$ cat src/rtl/fifo_sync_ctrl.sv
// Single-clock FIFO with pointer/flag control, occupancy, thresholds and sticky errors.
// Define FIFO_FWFT_EN for first-word fall-through reads; default is a registered read port.
module fifo_sync_ctrl #(
  parameter int WIDTH               = 8,
  parameter int DEPTH               = 16,
  parameter int ALMOST_FULL_THRESH  = DEPTH - 2,
  parameter int ALMOST_EMPTY_THRESH = 2,
  localparam int ADDR_WIDTH         = $clog2(DEPTH)
) (
  input  logic                  clk,
  input  logic                  rst_n,
  input  logic                  clear_in,
  input  logic                  write_in,
  input  logic [WIDTH-1:0]      data_write_in,
  input  logic                  read_in,
  output logic [WIDTH-1:0]      data_read_out,
  output logic                  read_valid_out,
  output logic                  full_out,
  output logic                  empty_out,
  output logic                  almost_full_out,
  output logic                  almost_empty_out,
  output logic [ADDR_WIDTH:0]   count_out,
  output logic                  overflow_out,
  output logic                  underflow_out
);

  localparam logic [ADDR_WIDTH:0] AF_TH = (ADDR_WIDTH+1)'(ALMOST_FULL_THRESH);
  localparam logic [ADDR_WIDTH:0] AE_TH = (ADDR_WIDTH+1)'(ALMOST_EMPTY_THRESH);

  logic [WIDTH-1:0]    mem [DEPTH];
  logic [ADDR_WIDTH:0] wr_ptr;
  logic [ADDR_WIDTH:0] rd_ptr;
  logic                overflow_q;
  logic                underflow_q;
  logic                flush;
  logic                wr_en;
  logic                rd_en;

  assign flush = !rst_n || clear_in;
  assign wr_en = write_in && !full_out;
  assign rd_en = read_in && !empty_out;

  // Flags derive from the registered pointers only, so they move on the pointer edge.
  assign empty_out        = (wr_ptr == rd_ptr);
  assign full_out         = (wr_ptr[ADDR_WIDTH] != rd_ptr[ADDR_WIDTH]) &&
                            (wr_ptr[ADDR_WIDTH-1:0] == rd_ptr[ADDR_WIDTH-1:0]);
  assign count_out        = wr_ptr - rd_ptr;
  assign almost_full_out  = (count_out >= AF_TH);
  assign almost_empty_out = (count_out <= AE_TH);
  assign overflow_out     = overflow_q;
  assign underflow_out    = underflow_q;

  always_ff @(posedge clk) begin
    if (flush) begin
      wr_ptr      <= '0;
      rd_ptr      <= '0;
      overflow_q  <= 1'b0;
      underflow_q <= 1'b0;
    end else begin
      if (wr_en) wr_ptr <= wr_ptr + 1'b1;
      if (rd_en) rd_ptr <= rd_ptr + 1'b1;
      if (write_in && full_out) overflow_q  <= 1'b1;
      if (read_in && empty_out) underflow_q <= 1'b1;
    end
  end

  // Storage: not reset; a flushing cycle discards its write.
  always_ff @(posedge clk) begin
    if (!flush && wr_en) mem[wr_ptr[ADDR_WIDTH-1:0]] <= data_write_in;
  end

`ifdef FIFO_FWFT_EN
  // Head entry falls through; gated to zero while empty so reset/flush present 0.
  assign data_read_out  = empty_out ? '0 : mem[rd_ptr[ADDR_WIDTH-1:0]];
  assign read_valid_out = !empty_out;
`else
  logic [WIDTH-1:0] rd_data_p1;
  logic             vld_p1;

  // Read stage p1: popped word registered on the accepting edge.
  always_ff @(posedge clk) begin
    if (flush) begin
      rd_data_p1 <= '0;
      vld_p1     <= 1'b0;
    end else begin
      vld_p1 <= rd_en;
      if (rd_en) rd_data_p1 <= mem[rd_ptr[ADDR_WIDTH-1:0]];
    end
  end

  assign data_read_out  = rd_data_p1;
  assign read_valid_out = vld_p1;
`endif

endmodule

$ cat config.mk
export PLATFORM = sky130hd
export DESIGN_NAME = fifo_sync_ctrl
export DESIGN_NICKNAME = d
export VERILOG_FILES = /design/src/rtl/fifo_sync_ctrl.sv
export SDC_FILE = /design/constraint.sdc
export NUM_CORES = 1
export LEC_CHECK = 0
export BUFFER_PORTS_ARGS = -buffer_cell sky130_fd_sc_hd__buf_2
export CORE_ASPECT_RATIO = 2
export CORE_UTILIZATION = 40
export CTS_BUF_LIST = sky130_fd_sc_hd__clkbuf_4 sky130_fd_sc_hd__clkbuf_8 sky130_fd_sc_hd__clkbuf_16
export CTS_CLUSTER_DIAMETER = 40
export DETAILED_ROUTE_END_ITERATION = 7
export GPL_TIMING_DRIVEN = 0
export PLACE_DENSITY = 0.61
export SLEW_MARGIN = 10
export SYNTH_ARGS = -nofsm -noshare
export SYNTH_HDL_FRONTEND = slang
export SYNTH_SLANG_ARGS = --single-unit
$ cat constraint.sdc
create_clock -name clk -period 3.8 [get_ports clk]
set_clock_uncertainty 0.15 [all_clocks]
set_input_delay 0.76 -clock clk [delete_from_list [all_inputs] [get_ports clk]]
set_output_delay 0.76 -clock clk [all_outputs]
set_load 0.01 [all_outputs]
* Yosys cells after proc, flatten, opt, wreduce, memory -nomap -nowiden
Memory sizes are Yosys's and may differ from the RTL's. A register that Yosys moved wholly into a read port is not among the register bits.
Index checks and enable logic that the tools add are counted.
** Word-level totals
- Bits in registers :: 13
- Bits in latches :: 0
- RAM bits :: 128
- Bits in read-only memories :: 0
- Bits of input ports :: 13
- Memories kept :: 1
** Operators by class
- $add $sub $neg :: 3
- Multiply operators :: 0
- Div/mod/pow operators :: 0
- $lt $le $gt $ge :: 2
- Eq/ne operators :: 3
- Shifts and indexed selects :: 0
- Multiplexer cells :: 2
- Bitwise gates (word level) :: 0
- Reduce and logical (&&, ||, !) cells :: 11
** Memories
- mem :: words 16, bits a word 8, read ports 1, clocked after memory_dff 1, write ports 1, RTL line 30 : logic [WIDTH-1:0] mem [DEPTH];
** Operators with widths (number)
- adder 5 x 1 -> 5 bit, second input constant :: 2
- logical AND 1 bit :: 6
- == test 5 bit :: 1
- >= comparator 5 x 4 -> 1 bit, second input constant :: 1
- <= comparator 5 x 2 -> 1 bit, second input constant :: 1
- subtractor 5 bit :: 1
- == test 4 bit :: 1
- logical NOT 1 bit :: 4
- 2-to-1 mux 1 bit :: 2
- logical OR 1 bit :: 1
- != test 1 bit :: 1

* Depth between registers and ports, before layout
- Word-level depth :: 7
- Mapped depth :: 10
- Mapped depth without buffers :: 8

* Worst setup path before layout
No wires, ideal clock.
- Kind :: reg2out
- Start :: register rd_ptr[1]
- End :: output port almost_empty_out
- Data arrival time :: 2.209 ns
- Data required time :: 2.890 ns
- Slack :: 0.681 ns
- Stages on the path, launching flop included :: 10
- Path buffers :: 3
- Path through :: dfxtp_1 -> buf_4 -> buf_6 -> buf_4 -> inv_1 -> fa_1 -> a21o_1 -> a21oi_1 -> xnor2_1 -> a211oi_1
** On the way
- Longest elaborated chain between the ends :: 2
** Ends and longest elaborated chain
- start: declaration :: RTL line 32 : logic [ADDR_WIDTH:0] rd_ptr;
- start signal: assignment :: RTL line 61 : if (rd_en) rd_ptr <= rd_ptr + 1'b1;
- subtractor 5 bit :: RTL line 47 : assign count_out = wr_ptr - rd_ptr;
- via count_out[4] :: RTL line 22 : output logic [ADDR_WIDTH:0] count_out,
- <= comparator 5 x 2 -> 1 bit :: RTL line 49 : assign almost_empty_out = (count_out <= AE_TH);
- end: declaration :: RTL line 21 : output logic almost_empty_out,
The timed path passes the listed nets, and every way through them passes these cells.

* Final worst setup path
- Start :: register rd_ptr[1]
- End :: output port almost_empty_out
** On the way
- Longest elaborated chain between the ends :: 2
** Ends and longest elaborated chain (RTL line)
- subtractor 5 bit :: 47
- <= comparator 5 x 2 -> 1 bit :: 49
No other way between the ends.

==> metrics <==
total number of clock tree sinks 149; most numerous cell in the Yosys netlist edfxtp_1; CTS tree yes; Top-Level Pins 33; crit path launch type flip-flop; mean post-synth cell area roughly 17 sq um; first-pass iteration count of the detailed router 5; transition time at the pin with the least slew margin between 800 and 900 ps; Remaining DRCs 0; final wirelength roughly 13,000 um; type of element capturing the critical path output pin; top fanout value on the critical path 19; nets in the synthesized netlist between 300 and 400; clock insertion delay at the later pin of the skew report between 400 and 500 ps; count of vias placed by the detailed router between 3,000 and 4,000; total grt overflow 0; Routed WL per cell approximately 21 um; number of global-route vias before repair around 3,400; count of fill cells added during filler insertion 1,258; number of synthesis warnings 0; Post-Syn Instances ~370; buffer count from post-CTS setup fixing 0; post-synthesis cell area about 6000 sq um; Total Power about 3.6 mW; count of standard-cell rows 63; signal arrival time at the worst endpoint approximately 2700 ps; Final Wtd Congestion roughly 0.8; number of antenna violations at the first check in global routing 0; Final Hold Violating Endpoints 0; min Tclk post-route between 3000 and 4000 ps; number of antenna diodes 0; area enclosed by the die boundary about 16,000 sq um; most used flip-flop cell after synthesis edfxtp_1; biggest area consumer among synthesized cells edfxtp_1; type of the most critical hold path reg -> reg; fmax roughly 280 MHz; effective utilization at floorplan between 40% and 50%; Via-to-Cell Ratio about 5.4; clock tree root driver cell clkbuf_16; CORE AREA ~15,000 sq um; count of antenna-violating nets left after detailed routing 0; largest voltage drop on the vdd net ~0.24 mV; min-delay src underflow_out; DRT iter0 DRCs approximately 260; top cells by count, synth edfxtp_1 (128), mux2i_1 (33), nor2_1 (25), dfxtp_1 (21), o21ai_0 (17); Register-to-Register Setup Slack about 170 ps; Max Buffers Root-to-Sink 2; design area 7050 sq um; critical path type reg -> out; Post-synth ARST share 0%; number of pins exceeding their max-slew limit in the final report 0; worst slew margin relative to its limit between 40% and 50%; TritonCTS Buffers 17; sum of net half-perimeters after detailed placement ~9400 um; H-tree levels 4; DP Area ~6400 sq um; Worst R2R End mem[4][7]; Resized Gates After CTS 4; pin count of the biggest net entering global routing 20; Worst Hold End underflow_out; Cell Pwr Density 504 nW/um^2; count of endpoints failing setup in the final report 0; total routing resource utilization after global routing between 10% and 20%; synthesis-to-finish area growth 17.0%; clock-pin slew of the registers on the worst-case setup and hold paths around 60 ps; max cap viols 0; setup repair after global routing missed its margin false; CTS Hold Bufs 0; count of distinct cell types in the synthesized netlist 42; synthesized flop and latch total 149; proportion of synthesized chip area in sequential cells 70.8%; crit share post-route between 90 and 100%; Static Leak 2.29 nW; hold depth 2; Area contributors post-synth edfxtp_1 (64%), dfxtp_1 (7.0%), mux4_2 (6.0%); global-route wire length before repair between 15,000 and 20,000 um; Die H about 180 um; critical path required time slightly below 3000 ps; post-layout net count ~440; layout cells sized above 1 about a quarter; Critical R2R Launch rd_ptr[3]; top cell type's share of synthesized area 63.8%; run status completed; width of the die about 89 um; number of buffers inserted by port buffering 32; Post-synth EDFFs approximately 130; logic depth of the worst register-to-register path 7
[power by group]
group | internal (mW) | switching (mW)
combinational | 0.0283 | 0.0641
sequential | 1.78 | 0.00373
clock | 1.04 | 0.633
total | 2.85 | 0.701
[cell usage in the layout, fill, tap and decap left out, drive strengths merged, types with 4 or more instances in the layout]
cell type / Yosys / routed
mux2i: 33 / 33
nand2: 4 / 4
nand3: 5 / 5
xnor2: 5 / 5
o21ai: 19 / 19
nor2: 25 / 25
o22ai: 8 / 8
mux4: 16 / 16
clkinv: 0 / 8
clkbuf: 5 / 24
a21oi: 13 / 13
ha: 9 / 9
dfxtp: 21 / 21
xor2: 5 / 5
edfxtp: 128 / 128
o211ai: 4 / 4
buf: 13 / 43
a31oi: 8 / 8
inv: 8 / 9
nor3: 4 / 4
a221oi: 8 / 8
[state kept, by name (all words and copies together) (netlist names)]
name            cells
wr_ptr              5
rd_ptr              5
underflow_out       1
overflow_out        1
data_read_out       8
read_valid_out      1
mem               128
[cells by family (layout without fill, tap and decap cells)]
family / count (synthesis) / count (layout) / share of synthesized area, %
flops: 149 / 149 / 70.8
compound gates: 68 / 68 / 7.12
simple gates: 53 / 53 / 4.19
mux: 49 / 49 / 11.5
buf+inv: 26 / 88 / 2.55
fa+ha+maj: 10 / 10 / 2.20
xor+xnor: 10 / 10 / 1.70
[cell type report]
class	count	area (sq um)	area share (%)
Sequential cell	149	4260	60.5
Multi-Input combinational cell	190	1640	23.2
Clock buffer	19	440	6.25
Tap cell	195	244	3.46
Timing Repair Buffer	32	160	2.27
Clock inverter	13	158	2.24
Buffer	16	119	1.69
Inverter	8	30.0	0.426
[routing by layer]
metal	track usage [%]	share of wire (%)	up-vias
met5	0	0	-
met4	10.6	3.7	0
met3	3.52	3.3	28
met2	34.3	57	101
met1	18.0	36	1678
li1	-	-	1528
[metrics by stage]
step           setup TNS [ps]  std cells  util [%]  hold WS [ps]  setup WS, ps
2_1_floorplan               0        365         -           352           681
3_3_place_gp            -5980        592      43.6           299          -240
3_5_place_dp            -5180        592      43.7           307          -243
4_1_cts                     0        623      47.8           322          83.8
5_1_grt                     0        622      47.8           367          25.6
6_report                    0        622      47.8           320           165
[critical path, stage by stage (launching register included)]
cell and delay, ps:
dfxtp_1 350, buf_6 200, buf_8 230, inv_1 110, ha_1 300, nor2b_1 130, o21a_1 180, or3_1 350
a211oi_1 280, buf_2 170
[worst max-delay path by stage]
stage | slack, ps | cells past startpoint | end | from
floorplan | 680 | 9 | almost_empty_out | rd_ptr[1]
global placement | -240 | 8 | mem[3][6] | rd_ptr[2]
detailed placement | -240 | 9 | mem[2][5] | rd_ptr[1]
CTS | 80 | 8 | mem[9][1] | rd_ptr[2]
global route | 30 | 7 | mem[13][7] | rd_ptr[3]
finish | 170 | 9 | almost_empty_out | rd_ptr[1]
Note: power is estimated with default switching activity, not from simulation.
